[config.mk]
export PLATFORM = sky130hd
export DESIGN_NAME = bp_cfg_io_endpoint_flat
export DESIGN_NICKNAME = d
export VERILOG_FILES = /design/src/rtl/bp_cfg_io_endpoint_pkg.sv /design/src/rtl/bp_cfg_io_endpoint_if.sv /design/src/rtl/bp_cfg_io_endpoint_resp_reg.sv /design/src/rtl/bp_cfg_io_endpoint.sv /design/src/flat_wrapper.sv
export SDC_FILE = /design/constraint.sdc
export NUM_CORES = 1
export LEC_CHECK = 0
export CAP_MARGIN = 20
export CELL_PAD_IN_SITES_DETAIL_PLACEMENT = 1
export CELL_PAD_IN_SITES_GLOBAL_PLACEMENT = 1
export CORE_ASPECT_RATIO = 0.7
export CORE_UTILIZATION = 28
export DETAILED_ROUTE_END_ITERATION = 7
export PLACE_DENSITY_LB_ADDON = 0.1
export SYNTH_ARGS = -nofsm -noshare
export SYNTH_HDL_FRONTEND = slang
export SYNTH_HIERARCHICAL = 1
export SYNTH_SLANG_ARGS = --single-unit
[constraint.sdc]
create_clock -name clk_i -period 6.5 [get_ports clk_i]
set_clock_uncertainty 0.05 [all_clocks]
set_input_delay 0.65 -clock clk_i [delete_from_list [all_inputs] [get_ports clk_i]]
set_output_delay 0.65 -clock clk_i [all_outputs]
set_load 0.03 [all_outputs]
[src/rtl/bp_cfg_io_endpoint_pkg.sv]
// Shared types and constants for the per-tile config I/O endpoint:
// message layout, local address view, register map and response FSM states.
package bp_cfg_io_endpoint_pkg;

  localparam int paddr_width_p    = 40;
  localparam int vaddr_width_p    = 39;
  localparam int dword_width_p    = 64;
  localparam int cce_id_width_p   = 6;
  localparam int cfg_dev_width_lp = 4;
  localparam int cfg_addr_width_lp = 20;
  localparam int payload_width_lp = 16;
  localparam int rsvd_width_lp    = paddr_width_p - 1 - cce_id_width_p - cfg_dev_width_lp - cfg_addr_width_lp;

  typedef enum logic [3:0] {
    e_cce_mem_rd    = 4'b0000,
    e_cce_mem_wr    = 4'b0001,
    e_cce_mem_uc_rd = 4'b0010,
    e_cce_mem_uc_wr = 4'b0011,
    e_cce_mem_pre   = 4'b0100
  } bp_cce_mem_cmd_type_e;

  typedef enum logic [2:0] {
    e_mem_size_1  = 3'b000,
    e_mem_size_2  = 3'b001,
    e_mem_size_4  = 3'b010,
    e_mem_size_8  = 3'b011,
    e_mem_size_16 = 3'b100,
    e_mem_size_32 = 3'b101,
    e_mem_size_64 = 3'b110
  } bp_mem_size_e;

  typedef struct packed {
    logic [rsvd_width_lp-1:0]     rsvd;
    logic                         nonlocal;
    logic [cce_id_width_p-1:0]    cce;
    logic [cfg_dev_width_lp-1:0]  dev;
    logic [cfg_addr_width_lp-1:0] addr;
  } bp_local_addr_s;

  typedef struct packed {
    bp_cce_mem_cmd_type_e        msg_type;
    logic [paddr_width_p-1:0]    addr;
    bp_mem_size_e                size;
    logic [payload_width_lp-1:0] payload;
  } bp_cce_mem_msg_header_s;

  typedef struct packed {
    bp_cce_mem_msg_header_s   header;
    logic [dword_width_p-1:0] data;
  } bp_cce_mem_msg_s;

  localparam int cce_mem_msg_width_lp = $bits(bp_cce_mem_msg_s);

  localparam logic [cfg_dev_width_lp-1:0]  cfg_dev_gp                = 4'h2;
  localparam logic [cfg_addr_width_lp-1:0] bp_cfg_reg_freeze_gp      = 20'h00008;
  localparam logic [cfg_addr_width_lp-1:0] bp_cfg_reg_npc_gp         = 20'h00010;
  localparam logic [cfg_addr_width_lp-1:0] bp_cfg_reg_icache_mode_gp = 20'h00018;
  localparam logic [cfg_addr_width_lp-1:0] bp_cfg_reg_dcache_mode_gp = 20'h00020;

  typedef enum logic {
    e_state_ready = 1'b0,
    e_state_resp  = 1'b1
  } bp_cfg_resp_state_e;

  function automatic logic is_write(input bp_cce_mem_cmd_type_e t);
    return (t == e_cce_mem_wr) || (t == e_cce_mem_uc_wr);
  endfunction

  function automatic logic is_read(input bp_cce_mem_cmd_type_e t);
    return (t == e_cce_mem_rd) || (t == e_cce_mem_uc_rd);
  endfunction

endpackage

[src/rtl/bp_cfg_io_endpoint_if.sv]
// Command/response handshake bundle between an I/O master and the config endpoint.
interface bp_cfg_io_endpoint_if;
  import bp_cfg_io_endpoint_pkg::*;

  bp_cce_mem_msg_s io_cmd;
  logic            io_cmd_v;
  logic            io_cmd_yumi;
  bp_cce_mem_msg_s io_resp;
  logic            io_resp_v;
  logic            io_resp_ready;

  modport master (
    output io_cmd, io_cmd_v, io_resp_ready,
    input  io_cmd_yumi, io_resp, io_resp_v
  );

  modport slave (
    input  io_cmd, io_cmd_v, io_resp_ready,
    output io_cmd_yumi, io_resp, io_resp_v
  );
endinterface

[src/rtl/bp_cfg_io_endpoint_resp_reg.sv]
// Single-entry response register with its READY/RESP control FSM; a new response
// may be loaded on the same edge the held one is handed off.
module bp_cfg_io_resp_reg
  import bp_cfg_io_endpoint_pkg::*;
(
  input  logic            clk_i,
  input  logic            reset_i,
  input  logic            load_i,
  input  bp_cce_mem_msg_s msg_i,
  input  logic            ready_i,
  output logic            accept_ok_o,
  output logic            v_o,
  output bp_cce_mem_msg_s msg_o
);

  bp_cfg_resp_state_e state_q, state_d;
  bp_cce_mem_msg_s    msg_p1;

  always_ff @(posedge clk_i) begin
    if (reset_i) state_q <= e_state_ready;
    else         state_q <= state_d;
  end

  // p0 -> p1: payload register carries no reset; validity comes from state_q
  always_ff @(posedge clk_i) begin
    if (load_i) msg_p1 <= msg_i;
  end

  always_comb begin
    state_d     = state_q;
    accept_ok_o = 1'b0;
    v_o         = 1'b0;
    case (state_q)
      e_state_ready: begin
        accept_ok_o = 1'b1;
        if (load_i) state_d = e_state_resp;
      end
      e_state_resp: begin
        v_o         = 1'b1;
        accept_ok_o = ready_i;
        if (ready_i && !load_i) state_d = e_state_ready;
      end
      default: state_d = e_state_ready;
    endcase
  end

  assign msg_o = msg_p1;

endmodule

[src/rtl/bp_cfg_io_endpoint.sv]
// Config-device I/O sink: decodes uncached commands into freeze/NPC/cache-mode
// registers and returns exactly one response per accepted command.
module bp_cfg_io_endpoint
  import bp_cfg_io_endpoint_pkg::*;
(
  input  logic                      clk_i,
  input  logic                      reset_i,
  input  logic [cce_id_width_p-1:0] cfg_cce_id_i,
  bp_cfg_io_endpoint_if.slave       io,
  output logic                      freeze_o,
  output logic [vaddr_width_p-1:0]  npc_o,
  output logic                      icache_mode_o,
  output logic                      dcache_mode_o,
  output logic                      decode_err_o
);

  bp_cce_mem_msg_s          cmd_p0, resp_p0, resp_p1;
  bp_local_addr_s           laddr_p0;
  logic                     accept_ok, yumi_p0, hit_p0, wr_p0, rd_p0, vld_p1;
  logic                     sel_freeze_p0, sel_npc_p0, sel_icache_p0, sel_dcache_p0, mapped_p0;
  logic [dword_width_p-1:0] rd_data_p0;
  logic                     unused_p0;

  assign cmd_p0   = io.io_cmd;
  assign laddr_p0 = cmd_p0.header.addr;
  assign wr_p0    = is_write(cmd_p0.header.msg_type);
  assign rd_p0    = is_read(cmd_p0.header.msg_type);
  assign hit_p0   = !laddr_p0.nonlocal && (laddr_p0.cce == cfg_cce_id_i) && (laddr_p0.dev == cfg_dev_gp);

  // accept_ok comes from registered state and ready_i only, so yumi has no self-loop
  assign yumi_p0        = io.io_cmd_v && accept_ok && !reset_i;
  assign io.io_cmd_yumi = yumi_p0;

  always_comb begin
    sel_freeze_p0 = 1'b0;
    sel_npc_p0    = 1'b0;
    sel_icache_p0 = 1'b0;
    sel_dcache_p0 = 1'b0;
    rd_data_p0    = '0;
    if (hit_p0) begin
      case (laddr_p0.addr)
        bp_cfg_reg_freeze_gp: begin
          sel_freeze_p0 = 1'b1;
          rd_data_p0    = dword_width_p'(freeze_o);
        end
        bp_cfg_reg_npc_gp: begin
          sel_npc_p0 = 1'b1;
          rd_data_p0 = dword_width_p'(npc_o);
        end
        bp_cfg_reg_icache_mode_gp: begin
          sel_icache_p0 = 1'b1;
          rd_data_p0    = dword_width_p'(icache_mode_o);
        end
        bp_cfg_reg_dcache_mode_gp: begin
          sel_dcache_p0 = 1'b1;
          rd_data_p0    = dword_width_p'(dcache_mode_o);
        end
        default: ;
      endcase
    end
  end

  assign mapped_p0 = sel_freeze_p0 || sel_npc_p0 || sel_icache_p0 || sel_dcache_p0;

  always_comb begin
    resp_p0        = cmd_p0;
    resp_p0.data   = (rd_p0 && mapped_p0) ? rd_data_p0 : '0;
  end

  // p0 -> p1: config registers update on the accept edge
  always_ff @(posedge clk_i) begin
    if (reset_i) begin
      freeze_o      <= 1'b1;
      npc_o         <= '0;
      icache_mode_o <= 1'b0;
      dcache_mode_o <= 1'b0;
      decode_err_o  <= 1'b0;
    end else if (yumi_p0) begin
      if (wr_p0 && sel_freeze_p0) freeze_o      <= cmd_p0.data[0];
      if (wr_p0 && sel_npc_p0)    npc_o         <= cmd_p0.data[vaddr_width_p-1:0];
      if (wr_p0 && sel_icache_p0) icache_mode_o <= cmd_p0.data[0];
      if (wr_p0 && sel_dcache_p0) dcache_mode_o <= cmd_p0.data[0];
      if (!mapped_p0)             decode_err_o  <= 1'b1;
    end
  end

  bp_cfg_io_resp_reg u_resp_reg (
    .clk_i       (clk_i),
    .reset_i     (reset_i),
    .load_i      (yumi_p0),
    .msg_i       (resp_p0),
    .ready_i     (io.io_resp_ready),
    .accept_ok_o (accept_ok),
    .v_o         (vld_p1),
    .msg_o       (resp_p1)
  );

  assign io.io_resp   = resp_p1;
  assign io.io_resp_v = vld_p1;

  assign unused_p0 = ^{cmd_p0.data[dword_width_p-1:vaddr_width_p], laddr_p0.rsvd};

endmodule

[src/flat_wrapper.sv]
// flat-port wrapper written by rule: the top's interface ports become plain ports
module bp_cfg_io_endpoint_flat import bp_cfg_io_endpoint_pkg::*;
  (clk_i, reset_i, cfg_cce_id_i, freeze_o, npc_o, icache_mode_o, dcache_mode_o, decode_err_o, io_io_cmd, io_io_cmd_v, io_io_resp_ready, io_io_cmd_yumi, io_io_resp, io_io_resp_v);
  bp_cfg_io_endpoint_if io_i ();
  input  logic clk_i;
  input  logic reset_i;
  input  logic [cce_id_width_p-1:0] cfg_cce_id_i;
  output logic freeze_o;
  output logic [vaddr_width_p-1:0] npc_o;
  output logic icache_mode_o;
  output logic dcache_mode_o;
  output logic decode_err_o;
  input wire logic [$bits(io_i.io_cmd)-1:0] io_io_cmd;
  input wire logic [$bits(io_i.io_cmd_v)-1:0] io_io_cmd_v;
  input wire logic [$bits(io_i.io_resp_ready)-1:0] io_io_resp_ready;
  output wire logic [$bits(io_i.io_cmd_yumi)-1:0] io_io_cmd_yumi;
  output wire logic [$bits(io_i.io_resp)-1:0] io_io_resp;
  output wire logic [$bits(io_i.io_resp_v)-1:0] io_io_resp_v;
  assign io_i.io_cmd = io_io_cmd;
  assign io_i.io_cmd_v = io_io_cmd_v;
  assign io_i.io_resp_ready = io_io_resp_ready;
  assign io_io_cmd_yumi = io_i.io_cmd_yumi;
  assign io_io_resp = io_i.io_resp;
  assign io_io_resp_v = io_i.io_resp_v;
  bp_cfg_io_endpoint u_core (.clk_i(clk_i), .reset_i(reset_i), .cfg_cce_id_i(cfg_cce_id_i), .io(io_i), .freeze_o(freeze_o), .npc_o(npc_o), .icache_mode_o(icache_mode_o), .dcache_mode_o(dcache_mode_o), .decode_err_o(decode_err_o));
endmodule
* Word level (Yosys, flattened, before mapping)
Index checks and enable logic that the tools add are counted.
Word-level totals: logic and storage cells 61, input port bits 137, latch bits 0, output and inout bits 172, bits in registers 171, memories kept 0, memory bits (writable) 0, memory bits (read-only) 0
Operators by class: divide/modulo/power cells 0, eq/ne operators 9, $add $sub $neg 0, $mul 0, mux-type cells 14, bitwise operators 2, magnitude comparators 0, shift operators 0, reductions and logical operators 25
Operator list (count):
- one-hot mux 39 bit (4 select lines) | 1
- == test 20 x 5 -> 1 bit, second input constant | 2
- == test 20 x 4 -> 1 bit, second input constant | 1
- == test 20 x 6 -> 1 bit, second input constant | 1
- == test 4 x 2 -> 1 bit, second input constant | 3
- AND reduction 2 bit | 6
- 2-to-1 mux 1 bit | 11
- logical AND 1 bit | 10
- == test 6 bit | 1
- logical OR 1 bit | 5
- == test 4 x 1 -> 1 bit, second input constant | 1
- zero test 4 bit | 1
- one-hot mux 1 bit (2 select lines) | 2
- zero test 1 bit | 3
- inverter 1 bit | 2

* Depth between registers and ports, before layout
depth after elaboration 9, depth in mapped cells 8, depth with buffers taken out 5

* Cells and area by module
The synthesis kept the hierarchy.
By module, submodules not included:
- bp_cfg_io_resp_reg | sequential area each 3833.7 sq um, cells an instance 131, instances 1, area each 3860.0 sq um
- bp_cfg_io_endpoint | sequential area each 860.8 sq um, cells an instance 267, instances 1, area each 2342.2 sq um

* Least setup slack after synthesis
Ideal clock, no wire load.
path type in2reg, from input io_io_resp_ready, to register u_core.npc_o[27], stages 8, slack 0.164 ns, required time 6.378 ns, path buffers 3, arrival 6.215 ns, setup time 0.072 ns, cell sequence nand2b_4 and3b_1 clkbuf_1 nand3_1 nor4_4 buf_6 buf_6 mux2i_1
Between the ends: longest elaborated chain between the ends 4
RTL lines:
- from (decl) | line flat_wrapper.sv:15 | input wire logic [$bits(io_i.io_resp_ready)-1:0] io_io_resp_ready;
- one-hot mux 1 bit (2 select lines) | line bp_cfg_io_endpoint_resp_reg.sv:33 | case (state_q)
- logical AND 1 bit (2 in a row) | line bp_cfg_io_endpoint.sv:31 | assign yumi_p0 = io.io_cmd_v && accept_ok && !reset_i;
- net io_io_cmd_yumi | line flat_wrapper.sv:16 | output wire logic [$bits(io_i.io_cmd_yumi)-1:0] io_io_cmd_yumi;
- AND reduction 2 bit (no source line)
- to (signal assigned) | line bp_cfg_io_endpoint.sv:80 | if (wr_p0 && sel_npc_p0) npc_o <= cmd_p0.data[vaddr_width_p-1:0];
- to (decl) | line bp_cfg_io_endpoint.sv:11 | output logic [vaddr_width_p-1:0] npc_o,
The timed path passes the listed nets, and every way through them passes these cells. A chain may end at the register's enable or synchronous reset.

* Final worst setup path
from input reset_i, to output io_io_cmd_yumi
Between the ends: longest elaborated chain between the ends 2
RTL lines:
- from (decl) | line flat_wrapper.sv:6 | input logic reset_i;
- zero test 1 bit | line bp_cfg_io_endpoint.sv:31
- logical AND 1 bit | line bp_cfg_io_endpoint.sv:31
- to (decl) | line flat_wrapper.sv:16
Every way passes these cells.

==> run summary <==
The flow ran to the end, but the final reports show violations. The checks that failed: design-rule violations. Once the clock tree was built, the resizer swapped 0 gates to a different size. Maximum buffer depth of the clock tree: 2. The slew at the pin closest to its max-slew limit works out to 0.807 ns.

The share of the synthesized area in compound gates (AO/OA/AOI/OAI) was 0.484%; the count of final setup violators was 0. By count the netlist is led by edfxtp_1 (127), dfxtp_1 (44), mux2i_1 (42). The kind of cell with the highest combined delay along the critical path is buffers and inverters. In this run the worst path has a maximum fanout of 44. Dividing the final minimum period by the clock period gives 53.6%. The wire-length estimate of the detail-placed layout is 13,300 um.

In the post-synthesis netlist, the biggest area contributors are edfxtp_1 (61%), dfxtp_1 (14%), mux2i_1 (6.8%), nand2b_1 (3.9%), and3_1 (3.8%). The share of the synthesized area in the top cell type is 61.5%. The number of remaining DRC errors is 46. The largest total area in the synthesized netlist belongs to edfxtp_1. The run gives 5.80 ns as the endpoint required time on the critical path.

The per-cell via count in the routed design was 4.29. For this run, the leading register cell type out of synthesis is edfxtp_1. The largest family of logic cells by synthesized area was simple AND/OR/NAND/NOR gates. CTS saw 171 sinks. For the worst setup path, the data arrival time is 2.79 ns.

The mapped netlist covers 6200 um^2. The initial antenna violation count came out at 1. In the synthesized netlist, mux cells make up 6.96% of the area.

In this run the vertical extent of the chip is 127 um. The slowest stage of the critical path is the clkdlybuf4s50_1 cell. The synthesized design contains 171 register bits. Of the total synthesized cell area, the portion taken by full adders, half adders and majority gates is 0%. For this configuration, the core starts out at a cell density of 28.6%.

The final count of pins violating max slew was 0; the number of hold buffers added after cts was 0. The synthesis-to-layout area growth is 62.0%, and the number of rows created at floorplan is 45. The most numerous cell on the critical path is clkdlybuf4s50_1. STA classifies the critical path startpoint as an input port.

The per-instance average area after synthesis was 15.6 um^2; the overall overflow remaining after global route was 0. The die covers 22,800 um^2. The overall die width is 180 um, and the number of iterations in the first detailed-routing pass is 7. On the worst path, the slowest cell contributes a delay of 0.84 ns. The relative contribution of sequential cells to total power was 49.1%; the TritonCTS buffer count was 17.

Entering global routing, the biggest net connects 62 pins. Of the total synthesized cell area, the portion taken by XOR and XNOR cells is 0.989%. The wire length of the first global-routing pass came out at 28,000 um. The I/O pin count was 309; the core area was 21,700 um^2.

For this run, the top clock speed supported by timing is 287 MHz. The run gives 0 as the buffer count from post-CTS setup fixing. The routed design has 18,700 um of wire. The H-tree was split into 4 levels.

Global routing used 16.6% of the available tracks across all layers. Clock latency on the worst-skew pair, taken at its later pin, is 0.42 ns. The path class of the tightest hold or removal check is flop to flop. The part of the total power dissipated in combinational logic came out at 11.0%. Net switching is 25.5% of the power. In the final layout, the share of cells above drive strength 1 is 6.50%. The tool flagged a number of max-cap violations equal to 0. The congestion estimate from routability-driven global placement came to 0.753. Yosys mapped a number of flops with a built-in enable equal to 127. The most frequent cell after synthesis is edfxtp_1. The count of yosys warnings during synthesis is 6, and the setup slack of the critical path after layout is 3.01 ns. The simple logic cell fraction of the synthesized area was 14.0%. The count of endpoints failing hold in the final timing report was 0; the final critical delay including setup and external delays was 3.49 ns.

Walking the worst path, the cells encountered are clkdlybuf4s50_1 -> buf_4 -> and3b_4 -> clkdlybuf4s50_1. Yosys mapped the design onto 36 distinct sky130hd cell types. In the final design database the tool counted 847 nets.

In the final routed layout, each cell accounts on average for 18.6 um. For the number of DRC violations after detailed-routing iteration 0, the log shows 232. The tools report the clock share of power as 39.9%. The buffer type at the clock tree root was clkbuf_16. In this run the power density over the cells is 248 nW/um^2. Summing over every cut layer, the via total after detailed routing is 4,316. For this run, asynchronously set or reset flops after synthesis account for 0%. Clock-pin slew was measured on the worst setup and hold paths at 0.07 ns.

The sequential fraction of the synthesis area was 75.7%; the number of global-route vias before repair was 4,512. IR analysis of the VDD net gives a maximum drop of 157 uV. The minimum setup slack after placement is 2.98 ns, and the worst path buffer plus inverter count is 3. The setup TNS was 0 ns; the number of nets with antenna violations after routing was 0. For this design the total switching power over the nets is 0.634 mW. TritonCTS built the clock tree. Synthesis produced a netlist whose cell count is 398.

The internal portion of the total power is 1.85 mW. Headroom to the max-slew limit came out at 46.2%. Endpoint kind of the worst setup timing path: an output pin. Setup repair after global routing left no endpoint under its margin. The setup path with the least slack is of type input port to output pin. The analysis attributes to cell leakage a power of 3.56 nW. Count of input and output buffers: 283.
layout make-up:
| cell class | instances | area (um^2) |
|---|---|---|
| fillers | 2183 | 11600 |
| repair buffers | 290 | 2910 |
| well taps | 282 | 353 |
| clock buffers | 18 | 429 |
| inverters | 2 | 7.51 |
| flip-flops and latches | 171 | 4690 |
| diodes | 1 | 2.50 |
| multi-input cells | 228 | 1500 |
| clock inverters | 14 | 153 |
power groups by stage:
stage	clock (mW)	sequential (mW)	combinational, mW
6_report	0.993	1.22	0.274
2_1_floorplan	0	1.33	0.0401
3_5_place_dp	0	1.25	0.277
4_1_cts	1.03	1.22	0.278
3_3_place_gp	0	1.24	0.271
5_1_grt	1.07	1.22	0.289
cell usage in the layout, fill, tap and decap left out, types with 2 or more instances in the layout:
cell / n
mux2i_1: 42
nand2b_1: 39
conb_1: 25
buf_4: 6
edfxtp_1: 127
nor4_4: 2
nor2b_1: 2
nand2_1: 41
clkdlybuf4s50_1: 283
dfxtp_1: 44
clkinv_8: 3
nor4_1: 6
nand4_1: 4
clkinvlp_4: 2
inv_8: 4
nand3_1: 2
clkinv_4: 4
nor2_1: 4
xnor2_1: 6
and3_1: 38
clkbuf_16: 17
stage by stage:
stage / instances / instance area [um^2] / util [%] / hold WS [ns] / power, mW
finish: 1006 / 10000 / 46.4 / 0.422 / 2.49
detailed placement: 973 / 9460 / 43.7 / 0.413 / 1.52
floorplan: 422 / 6290 / - / 0.540 / 1.37
CTS: 1005 / 10000 / 46.3 / 0.423 / 2.53
global route: 1005 / 10000 / 46.3 / 0.451 / 2.58
global placement: 972 / 9440 / 43.5 / 0.404 / 1.52
state kept, by name (all words and copies together), names as in the netlist:
register                   count
u_core/freeze_o                1
u_core/icache_mode_o           1
u_core/npc_o                  39
u_core/dcache_mode_o           1
u_core/u_resp_reg/state_q      1
u_core/u_resp_reg/msg_o      127
u_core/decode_err_o            1
worst register-to-register path, stage by stage, from the launching register on:
cell      delay, ns
dfxtp_1        0.34
nand2b_4       0.08
and3b_4        0.48
nand3_1        0.23
nor4_4         0.17
buf_4          0.64
mux2i_1        0.31
final timing paths:
path	start	to	slack, ns	cells after the start
worst max-delay path	reset_i	io_io_cmd_yumi	3.01	4
worst min-delay path	u_core/npc_o[19]	u_core/npc_o[19]	0.42	2
worst max register to register	u_core/u_resp_reg/state_q	u_core/npc_o[23]	4.11	6
worst min register to register	u_core/npc_o[19]	u_core/npc_o[19]	0.42	2
per-layer routing:
layer	track usage [%]	routed length (um)
met1	20.6	8000
met5	0	0
met4	4.56	118
met3	7.03	1960
met2	26.6	8600
logic make-up (layout without fill, tap and decap cells):
group	after synthesis	after routing
AO/OA/AOI/OAI	4	4
XOR/XNOR	7	7
buffers and inverters	23	324
flip-flops	171	171
multiplexers	43	43
other	1	26
AND/OR/NAND/NOR	149	149
Note: power is estimated with default switching activity, not from simulation.
